[src/rtl/capa_comandos_pkg.sv]
// Shared definitions for the SD command layer: FSM encoding, frame widths and
// the 40-bit command framing helper used by the command and physical layers.
package capa_comandos_pkg;

    localparam int CMD_WIDTH   = 40;
    localparam int RESP_WIDTH  = 15;
    localparam int INDEX_WIDTH = 6;
    localparam int ARG_WIDTH   = 32;

    localparam logic START_BIT = 1'b0;
    localparam logic TX_BIT    = 1'b1;

    typedef enum logic [2:0] {
        ST_IDLE      = 3'd0,
        ST_SEND      = 3'd1,
        ST_WAIT_RESP = 3'd2,
        ST_ACK       = 3'd3,
        ST_ABORT     = 3'd4,
        ST_DONE      = 3'd5
    } estado_t;

    function automatic logic [CMD_WIDTH-1:0] build_cmd(
        input logic [INDEX_WIDTH-1:0] index,
        input logic [ARG_WIDTH-1:0]   argument
    );
        return {START_BIT, TX_BIT, index, argument};
    endfunction

endpackage

[src/rtl/capa_comandos_if.sv]
// Channel between the command layer (master) and the CMD physical layer (slave).
interface capa_comandos_if;
    import capa_comandos_pkg::*;

    logic [CMD_WIDTH-1:0]  cmd_to_send;
    logic                  strobe_out;
    logic                  ack_out;
    logic                  idle_out;
    logic                  no_response;
    logic                  ack_in;
    logic                  strobe_in;
    logic [RESP_WIDTH-1:0] response;
    logic                  command_timeout;

    modport master (
        output cmd_to_send, strobe_out, ack_out, idle_out, no_response,
        input  ack_in, strobe_in, response, command_timeout
    );

    modport slave (
        input  cmd_to_send, strobe_out, ack_out, idle_out, no_response,
        output ack_in, strobe_in, response, command_timeout
    );

endinterface

[src/rtl/capa_comandos_contador_watchdog.sv]
// Saturating cycle counter bounding how long the command layer waits for
// the physical layer to report a result.
module contador_watchdog #(
    parameter int WATCHDOG_CYCLES = 256
) (
    input  logic sd_clock,
    input  logic reset,
    input  logic clear,
    input  logic enable,
    output logic expired
);

    localparam int CW = $clog2(WATCHDOG_CYCLES + 1);
    localparam logic [CW-1:0] LIMIT = CW'(WATCHDOG_CYCLES);

    logic [CW-1:0] count_r;

    assign expired = (count_r >= LIMIT);

    // Count enabled cycles, holding at the limit once reached.
    always_ff @(posedge sd_clock) begin
        if (reset) begin
            count_r <= {CW{1'b0}};
        end else if (clear) begin
            count_r <= {CW{1'b0}};
        end else if (enable && !expired) begin
            count_r <= count_r + CW'(1);
        end else begin
            count_r <= count_r;
        end
    end

endmodule

[src/rtl/capa_comandos.sv]
// Command-layer sequencer: frames host requests, handshakes with the CMD
// physical layer, collects responses, retries timeouts and reports completion.
module capa_comandos
    import capa_comandos_pkg::*;
#(
    parameter int MAX_RETRIES     = 2,
    parameter int WATCHDOG_CYCLES = 256
) (
    input  logic                   sd_clock,
    input  logic                   reset,
    input  logic                   new_command,
    input  logic [INDEX_WIDTH-1:0] cmd_index,
    input  logic [ARG_WIDTH-1:0]   cmd_argument,
    input  logic                   no_response_req,
    output logic                   busy,
    output logic                   cmd_complete,
    output logic                   timeout_error,
    output logic [RESP_WIDTH-1:0]  response_out,
    capa_comandos_if.master        phy
);

    localparam int RW = (MAX_RETRIES > 0) ? $clog2(MAX_RETRIES + 1) : 1;
    localparam logic [RW-1:0] RETRY_LIMIT = RW'(MAX_RETRIES);

    estado_t              state_r;
    logic [RW-1:0]        retry_count_r;
    logic                 timeout_seen_r;
    logic [CMD_WIDTH-1:0] cmd_word_r;
    logic                 no_resp_r;
    logic                 strobe_r;
    logic                 ack_r;
    logic                 idle_r;
    logic                 retry_ok_s;
    logic                 wd_clear_s;
    logic                 wd_enable_s;
    logic                 wd_expired_s;

    assign retry_ok_s  = (retry_count_r < RETRY_LIMIT);
    assign wd_enable_s = (state_r == ST_WAIT_RESP);
    assign wd_clear_s  = !wd_enable_s;

    assign phy.cmd_to_send = cmd_word_r;
    assign phy.strobe_out  = strobe_r;
    assign phy.ack_out     = ack_r;
    assign phy.idle_out    = idle_r;
    assign phy.no_response = no_resp_r;

    contador_watchdog #(
        .WATCHDOG_CYCLES(WATCHDOG_CYCLES)
    ) u_watchdog (
        .sd_clock(sd_clock),
        .reset   (reset),
        .clear   (wd_clear_s),
        .enable  (wd_enable_s),
        .expired (wd_expired_s)
    );

    // Command sequencer with every output registered alongside the state.
    always_ff @(posedge sd_clock) begin
        if (reset) begin
            state_r        <= ST_IDLE;
            busy           <= 1'b0;
            cmd_complete   <= 1'b0;
            timeout_error  <= 1'b0;
            response_out   <= {RESP_WIDTH{1'b0}};
            cmd_word_r     <= {CMD_WIDTH{1'b0}};
            no_resp_r      <= 1'b0;
            strobe_r       <= 1'b0;
            ack_r          <= 1'b0;
            idle_r         <= 1'b1;
            retry_count_r  <= {RW{1'b0}};
            timeout_seen_r <= 1'b0;
        end else begin
            case (state_r)
                ST_IDLE: begin
                    if (new_command) begin
                        cmd_word_r     <= build_cmd(cmd_index, cmd_argument);
                        no_resp_r      <= no_response_req;
                        retry_count_r  <= {RW{1'b0}};
                        response_out   <= {RESP_WIDTH{1'b0}};
                        timeout_error  <= 1'b0;
                        timeout_seen_r <= 1'b0;
                        busy           <= 1'b1;
                        strobe_r       <= 1'b1;
                        idle_r         <= 1'b0;
                        state_r        <= ST_SEND;
                    end else begin
                        idle_r <= 1'b1;
                    end
                end
                ST_SEND: begin
                    if (phy.ack_in) begin
                        strobe_r <= 1'b0;
                        state_r  <= ST_WAIT_RESP;
                    end else begin
                        strobe_r <= 1'b1;
                    end
                end
                ST_WAIT_RESP: begin
                    // A result arriving in the expiry cycle still wins.
                    if (phy.strobe_in) begin
                        response_out   <= (no_resp_r || phy.command_timeout) ?
                                          {RESP_WIDTH{1'b0}} : phy.response;
                        timeout_seen_r <= phy.command_timeout;
                        ack_r          <= 1'b1;
                        state_r        <= ST_ACK;
                    end else if (wd_expired_s) begin
                        idle_r   <= 1'b1;
                        strobe_r <= 1'b0;
                        ack_r    <= 1'b0;
                        state_r  <= ST_ABORT;
                    end else begin
                        ack_r <= 1'b0;
                    end
                end
                ST_ACK: begin
                    if (phy.strobe_in) begin
                        ack_r <= 1'b1;
                    end else begin
                        ack_r <= 1'b0;
                        if (!timeout_seen_r) begin
                            cmd_complete <= 1'b1;
                            state_r      <= ST_DONE;
                        end else if (retry_ok_s) begin
                            retry_count_r <= retry_count_r + RW'(1);
                            strobe_r      <= 1'b1;
                            state_r       <= ST_SEND;
                        end else begin
                            timeout_error <= 1'b1;
                            cmd_complete  <= 1'b1;
                            state_r       <= ST_DONE;
                        end
                    end
                end
                ST_ABORT: begin
                    idle_r <= 1'b0;
                    if (retry_ok_s) begin
                        retry_count_r <= retry_count_r + RW'(1);
                        strobe_r      <= 1'b1;
                        state_r       <= ST_SEND;
                    end else begin
                        timeout_error <= 1'b1;
                        cmd_complete  <= 1'b1;
                        state_r       <= ST_DONE;
                    end
                end
                ST_DONE: begin
                    cmd_complete <= 1'b0;
                    busy         <= 1'b0;
                    idle_r       <= 1'b1;
                    state_r      <= ST_IDLE;
                end
                default: begin
                    cmd_complete <= 1'b0;
                    busy         <= 1'b0;
                    strobe_r     <= 1'b0;
                    ack_r        <= 1'b0;
                    idle_r       <= 1'b1;
                    state_r      <= ST_IDLE;
                end
            endcase
        end
    end

endmodule
[src/flat_wrapper.sv]
// flat-port wrapper written by rule: the top's interface ports become plain ports
module capa_comandos_flat import capa_comandos_pkg::*;
#(
    parameter int MAX_RETRIES     = 2,
    parameter int WATCHDOG_CYCLES = 256
)
  (sd_clock, reset, new_command, cmd_index, cmd_argument, no_response_req, busy, cmd_complete, timeout_error, response_out, phy_cmd_to_send, phy_strobe_out, phy_ack_out, phy_idle_out, phy_no_response, phy_ack_in, phy_strobe_in, phy_response, phy_command_timeout);
  capa_comandos_if phy_i ();
  input  logic sd_clock;
  input  logic reset;
  input  logic new_command;
  input  logic [INDEX_WIDTH-1:0] cmd_index;
  input  logic [ARG_WIDTH-1:0] cmd_argument;
  input  logic no_response_req;
  output logic busy;
  output logic cmd_complete;
  output logic timeout_error;
  output logic [RESP_WIDTH-1:0] response_out;
  output wire logic [$bits(phy_i.cmd_to_send)-1:0] phy_cmd_to_send;
  output wire logic [$bits(phy_i.strobe_out)-1:0] phy_strobe_out;
  output wire logic [$bits(phy_i.ack_out)-1:0] phy_ack_out;
  output wire logic [$bits(phy_i.idle_out)-1:0] phy_idle_out;
  output wire logic [$bits(phy_i.no_response)-1:0] phy_no_response;
  input wire logic [$bits(phy_i.ack_in)-1:0] phy_ack_in;
  input wire logic [$bits(phy_i.strobe_in)-1:0] phy_strobe_in;
  input wire logic [$bits(phy_i.response)-1:0] phy_response;
  input wire logic [$bits(phy_i.command_timeout)-1:0] phy_command_timeout;
  assign phy_cmd_to_send = phy_i.cmd_to_send;
  assign phy_strobe_out = phy_i.strobe_out;
  assign phy_ack_out = phy_i.ack_out;
  assign phy_idle_out = phy_i.idle_out;
  assign phy_no_response = phy_i.no_response;
  assign phy_i.ack_in = phy_ack_in;
  assign phy_i.strobe_in = phy_strobe_in;
  assign phy_i.response = phy_response;
  assign phy_i.command_timeout = phy_command_timeout;
  capa_comandos #(.MAX_RETRIES(MAX_RETRIES), .WATCHDOG_CYCLES(WATCHDOG_CYCLES)) u_core (.sd_clock(sd_clock), .reset(reset), .new_command(new_command), .cmd_index(cmd_index), .cmd_argument(cmd_argument), .no_response_req(no_response_req), .busy(busy), .cmd_complete(cmd_complete), .timeout_error(timeout_error), .response_out(response_out), .phy(phy_i));
endmodule
[config.mk]
export PLATFORM = sky130hd
export DESIGN_NAME = capa_comandos_flat
export DESIGN_NICKNAME = d
export VERILOG_FILES = /design/src/rtl/capa_comandos_pkg.sv /design/src/rtl/capa_comandos_if.sv /design/src/rtl/capa_comandos_contador_watchdog.sv /design/src/rtl/capa_comandos.sv /design/src/flat_wrapper.sv
export SDC_FILE = /design/constraint.sdc
export NUM_CORES = 1
export LEC_CHECK = 0
export ABC_AREA = 1
export BUFFER_PORTS_ARGS = -buffer_cell sky130_fd_sc_hd__buf_2
export CORE_AREA = 2 2 100 73
export DETAILED_ROUTE_END_ITERATION = 10
export DIE_AREA = 0 0 102 75
export PLACE_DENSITY_LB_ADDON = 0.15
export SLEW_MARGIN = 20
export SYNTH_ARGS = -nofsm -noshare
export SYNTH_HDL_FRONTEND = slang
export SYNTH_SLANG_ARGS = --single-unit
export TNS_END_PERCENT = 50
[constraint.sdc]
create_clock -name sd_clock -period 2 [get_ports sd_clock]
set_input_delay 0.1 -clock sd_clock [delete_from_list [all_inputs] [get_ports sd_clock]]
set_output_delay 0.1 -clock sd_clock [all_outputs]
set_load 0.01 [all_outputs]
==> flow_summary.yaml, run 1 <==
cts:
  clockBufferDepth: 2
  path_clk_slew_ps: 90
  worstSkewPairLatency_ps: 350
  cts-root-buf: "clkbuf_8"
  numClockSinks: 76
  htreeDepth: 3
  cts_tree: "done"
  post-cts-setup-buffers: 0
  cts_buffers: 9
logic_synthesis:
  syn_inst: 420
  synth_edf_count: 0
  mappedNetlistArea_mm2: 0.00307
  synth-simple-area-share_pct: 26.8
  syn_area_per_cell_um2: 7.31
  synth_top_cell_area_share_pct: 49.5
  synth_area_leaders: "dfxtp_1 50%, nand2_1 17%, a21oi_1 11%, inv_1 3.2%, nor2_1 3.2%"
  yosys_warnings: 0
  yosysSeqAreaShare_pct: 49.5
  syn-num-nets: 481
  synthAdderAreaFrac_pct: 0.407
  synthMuxAreaShare_pct: 0
  yosysTopAreaCell: "dfxtp_1"
  synth-seq-cells: 76
  ys.flop_type: "dfxtp_1"
  synth_xor_area_share_pct: 0.570
  synth_cell_type_count: 28
  synth-async-reset-ratio_pct: 0
  synth_top_family_by_area: "simple AND/OR/NAND/NOR gates"
  synth_compound_area_share_pct: 15.0
timing:
  finalSetupTns_ps: 0
  finalMaxSlewViolations: 0
  min_period_ps: 1830
  hold_viol: 0
  tightest_slew_ps: 614
  setup_viol: 0
  max_slew_margin_pct: 59.0
  fin_crit_sh_pct: 91.4
  fin_skew_ps: 15.3
  rsz0062_at_grt: "false"
  fmax_ghz: 0.547
setup_path:
  cp_max_fo: 16
  startpoint_type: "flop"
  path_class: "reg -> reg"
  cp_num_buf_inv: 2
  cp.arrival_ps: 2100
  crit_required_ps: 2280
  slowest_delay_ps: 510
  critPathTopFamily: "buffers and inverters"
  crit_path_end_kind: "flop"
  cpMaxStageDelayCell: "dfxtp_1"
  crit_chain: "clkinv_1 > nand3_2 > nand2_2 > inv_2 > nand2_1 > a21oi_1"
route:
  num_vias: 3235
  viasPerCell: 4.77
  wire_per_inst_um: 12.4
  drt-initial-drc-count: 162
  drt_first_pass_iters: 4
  wirelength_um: 8400
  drcViolationCount: 0
  ant_nets: 0
run:
  max_cap_viol_count: 0
cells_and_area:
  multiInputGateArea_mm2: 0.00132
  synthToLayoutAreaGrowth_pct: 41.6
  drive_above_1_share_pct: 25.9
  seq_area_mm2: 0.00152
  fin_nets: 640
  fill_cells: 578
  final_cell_mix: "136 x nand2_1, 120 x buf_2, 76 x dfxtp_1"
  final_common_cell: "nand2_1"
  diodes: 0
pwr:
  leakage_nw: 2.04
  power_mw: 4.65
  vdd_drop_max_mv: 0.544
  powerDensity_mw_per_mm2: 1070
floorplan:
  die_w_um: 102
  initial_utilization_pct: 46.3
  die_height_um: 75
  io-pin-count: 122
  core_mm2: 0.00663
  row_count: 25
  die_area_mm2: 0.00765
global_route:
  grt_pass1_vias: 2983
  overflow: 0
  grtUsageTotal_pct: 22.2
  antenna_found_initial: 0
  grt_max_degree: 52
  grt_pass1_wl_um: 13400
min_path:
  hp-class: "in -> reg"
outcome:
  outcome: "complete, no violations"
place:
  port_buffers: 120
  routabilityCongestion: 0.898
  dpl.hpwl_um: 5390
==> sequential cells by signal (all words and copies together), names as in the netlist <==
name,cells
u_core.phy.cmd_to_send,39
u_core.response_out,15
u_core.u_watchdog.count_r,9
u_core.state_r,3
u_core.retry_count_r,2
u_core.busy,1
u_core.cmd_complete,1
u_core.phy.ack_out,1
u_core.phy.idle_out,1
u_core.phy.no_response,1
u_core.phy.strobe_out,1
u_core.timeout_error,1
u_core.timeout_seen_r,1
==> per-stage QoR <==
| step | cell area [µm²] | cells | setup slack (ps) | hold WS (ps) | utilization, % |
|---|---|---|---|---|---|
| 2_1_floorplan | 3070 | 420 | 628 | 238 | - |
| 3_3_place_gp | 3710 | 617 | 297 | 331 | 56.0 |
| 3_5_place_dp | 3710 | 617 | 217 | 334 | 56.0 |
| 4_1_cts | 4350 | 678 | 207 | 1.29 | 65.6 |
| 5_1_grt | 4350 | 678 | 32.4 | 0.803 | 65.6 |
| 6_report | 4350 | 678 | 172 | 2.41 | 65.6 |
==> timing repair <==
action,CTS,global route
setup endpoints to repair,0,0
hold buffers,45,0
resized for setup,0,0
hold endpoints to repair,45,0
==> synthesized netlist by cell type (2+ instances only) <==
cell      number
nand2_1      136
dfxtp_1       76
a21oi_1       70
inv_1         26
nor2_1        26
o21ai_0       19
nand3_1       16
buf_2          8
nand4_1        8
clkbuf_1       7
buf_4          4
inv_2          3
buf_6          2
nand2_2        2
nor2_2         2
nor2_4         2
nor3_1         2
==> where the power goes <==
group	internal [mW]	switching, mW	leakage (nW)	total [mW]
Clock	0.493	0.576	0.0928	1.07
Sequential	1.80	0.174	0.622	1.97
Combinational	0.616	0.998	1.32	1.61
==> routing by layer <==
metal  vias up  global-route usage, %  part of all wire [%]
li1       1667                      -                     -
met1      1470                   28.0                    46
met2        91                   36.4                    48
met3         7                   7.99                   6.2
met4         0                   6.37                  0.61
met5         -                      0                     0
==> worst register-to-register path, delay by kind of cell, from the launching register on <==
family	cells	cell delay (ps)
and+or+nand+nor	3	480
buffers and inverters	2	590
AOI/OAI and AO/OA	1	180
DFF	1	510
==> cell type report <==
cell class,count,share of cell area (%)
Clock buffer,10,3.16
Multi-Input combinational cell,293,30.3
Clock inverter,6,1.09
Sequential cell,76,35.0
Inverter,30,2.59
Timing Repair Buffer,169,25.1
Tap cell,94,2.70
==> path summary, 6_finish.rpt <==
check | start | end | slack (ps) | depth (start not counted)
min reg2reg | u_core.timeout_error | u_core.timeout_error | 450 | 2
max | u_core.state_r[2] | u_core.response_out[11] | 170 | 6
max reg2reg | u_core.state_r[2] | u_core.response_out[11] | 170 | 6
min | phy_response[3] | u_core.response_out[3] | 2 | 3
==> cell families (layout without fill, tap and decap cells) <==
logic type                 after synthesis  count (layout)
and+or+nand+nor                        198             198
DFF                                     76              76
xor gates and xnor gates                 2               2
adders and majority gates                1               1
AOI/OAI and AO/OA                       91              91
other                                    1               1
buffers and inverters                   51             215
Note: power is estimated with default switching activity, not from simulation.
==> run 2: changes to the inputs <==
--- a/config.mk
+++ b/config.mk
@@ -7,9 +7,9 @@
 export LEC_CHECK = 0
 export ABC_AREA = 1
 export BUFFER_PORTS_ARGS = -buffer_cell sky130_fd_sc_hd__buf_2
-export CORE_AREA = 2 2 100 73
+export CORE_AREA = 2 2 102 75
 export DETAILED_ROUTE_END_ITERATION = 10
-export DIE_AREA = 0 0 102 75
+export DIE_AREA = 0 0 104 77
 export PLACE_DENSITY_LB_ADDON = 0.15
 export SLEW_MARGIN = 20
 export SYNTH_ARGS = -nofsm -noshare
==> run 2 against run 1 <==
Clock power is 22% higher; register-to-register slack better by 30 ps; die area is 4.7% higher; power is 5.1% higher; worst hold slack better by 10 ps; global-route usage is 0.91 points lower; setup slack better by 28 ps; critical path depth stayed put; fmax is 1.6% higher; routed wire length is 1.7% lower; first-iteration DRC count is 7.4% higher; sequential share of layout area is 0.54 points lower; critical endpoint is now u_core.response_out[12].
==> flow_summary.yaml, run 2 (same netlist as run 1, synthesis figures left out) <==
outcome:
  outcome: "complete, no violations"
cts:
  post-cts-setup-buffers: 0
  clockBufferDepth: 2
  cts_buffers: 9
  htreeDepth: 3
  path_clk_slew_ps: 80
  worstSkewPairLatency_ps: 350
  numClockSinks: 76
  cts-root-buf: "clkbuf_8"
  cts_tree: "done"
min_path:
  hp-class: "in -> reg"
timing:
  fmax_ghz: 0.556
  finalMaxSlewViolations: 0
  fin_skew_ps: 12.2
  fin_crit_sh_pct: 90.0
  hold_viol: 0
  setup_viol: 0
  max_slew_margin_pct: 60.6
  min_period_ps: 1800
  setup_slack_ps: 200
  fin_hold_ws_ps: 12.6
  tightest_slew_ps: 591
setup_path:
  startpoint_type: "flop"
  crit_path_end_kind: "flop"
  cp.arrival_ps: 2080
  path_class: "reg -> reg"
  crit_required_ps: 2280
  cp_max_fo: 16
global_route:
  grt_max_degree: 52
  antenna_found_initial: 0
  grt_pass1_wl_um: 14000
  overflow: 0
  grt_pass1_vias: 3065
  grtUsageTotal_pct: 21.3
route:
  wire_per_inst_um: 12.1
  viasPerCell: 4.69
  num_vias: 3207
  drcViolationCount: 0
  drt-initial-drc-count: 174
  drt_first_pass_iters: 5
  ant_nets: 0
  wirelength_um: 8260
pwr:
  vdd_drop_max_mv: 0.661
  leakage_nw: 2.06
  powerDensity_mw_per_mm2: 1110
place:
  place_worst_setup_slack_ps: 244
  port_buffers: 120
  routabilityCongestion: 0.883
  dpl.hpwl_um: 5370
  dpl.cell_count: 621
cells_and_area:
  final_cell_mix: "136 x nand2_1, 120 x buf_2, 76 x dfxtp_1"
  drive_above_1_share_pct: 25.8
  fin_nets: 642
  fill_cells: 631
  final_common_cell: "nand2_1"
  largest_reg_flops: 39
  diodes: 0
  instances_no_fill: 684
  synthToLayoutAreaGrowth_pct: 43.8
floorplan:
  core_mm2: 0.00703
  row_count: 26
  io-pin-count: 122
  initial_utilization_pct: 43.7
  die_height_um: 77
  die_area_mm2: 0.00801
  die_w_um: 104
run:
  max_cap_viol_count: 0
## run 2: changes by cell type in the layout (fill, tap and decap cells not counted)
cell | before | now
bufinv_16 | 0 | 2
clkbuf_1 | 0 | 1
clkinv_1 | 1 | 0
clkinv_2 | 1 | 0
clkinv_4 | 3 | 0
clkinvlp_4 | 1 | 3
dlygate4sd3_1 | 45 | 47
## run 2: worst paths after layout
kind,from,end,slack (ps),depth (start not counted)
max,u_core.state_r[2],u_core.response_out[12],200,6
min,cmd_argument[28],u_core.phy.cmd_to_send[28],10,3
max reg2reg,u_core.state_r[2],u_core.response_out[12],200,6
min reg2reg,u_core.timeout_error,u_core.timeout_error,450,2
## run 2: per-layer routing
metal  vias to the layer above  share of wire [%]  wire length (µm)  track usage, %
li1                       1665                  -                 -               -
met1                      1420                 45              3760            25.7
met2                       113                 45              3720            35.3
met3                         9                8.3               685            8.42
met4                         0                1.1                90            6.22
met5                         -                  0                 0               0
## run 2: area by class of cell
cell class / instances / area (µm²) / share of cell area (%)
well taps: 98 / 123 / 2.78
inverters: 30 / 116 / 2.63
clock inverters: 5 / 83.8 / 1.90
clock buffers: 11 / 141 / 3.20
flip-flops and latches: 76 / 1520 / 34.4
repair buffers: 171 / 1110 / 25.2
multi-input cells: 293 / 1320 / 29.8
## run 2: worst max-delay path, stage by stage (launching register included)
cell and delay [ps]:
dfxtp_1 570, clkinvlp_4 280, nand3_2 160, nand2_2 200, inv_2 280, nand2_1 90
a21oi_1 140
## run 2: through the flow
stage               TNS [ps]  area (µm²)  power, mW  util [%]
floorplan                  0        3070       3.05         -
global placement           0        3720       3.52      52.9
detailed placement         0        3720       3.54      52.9
CTS                        0        4410       4.94      62.8
global route           -25.2        4420       5.25      62.9
finish                     0        4420       4.89      62.9
## run 2: report_power, final
part | internal [mW] | switching (mW)
Sequential | 1.80 | 0.176
Combinational | 0.618 | 0.989
Clock | 0.742 | 0.566
## run 2: what timing repair did
action,in CTS,in global routing
hold buffers,47,0
setup endpoints to repair,0,3
hold endpoints to repair,47,0
resized for setup,0,1
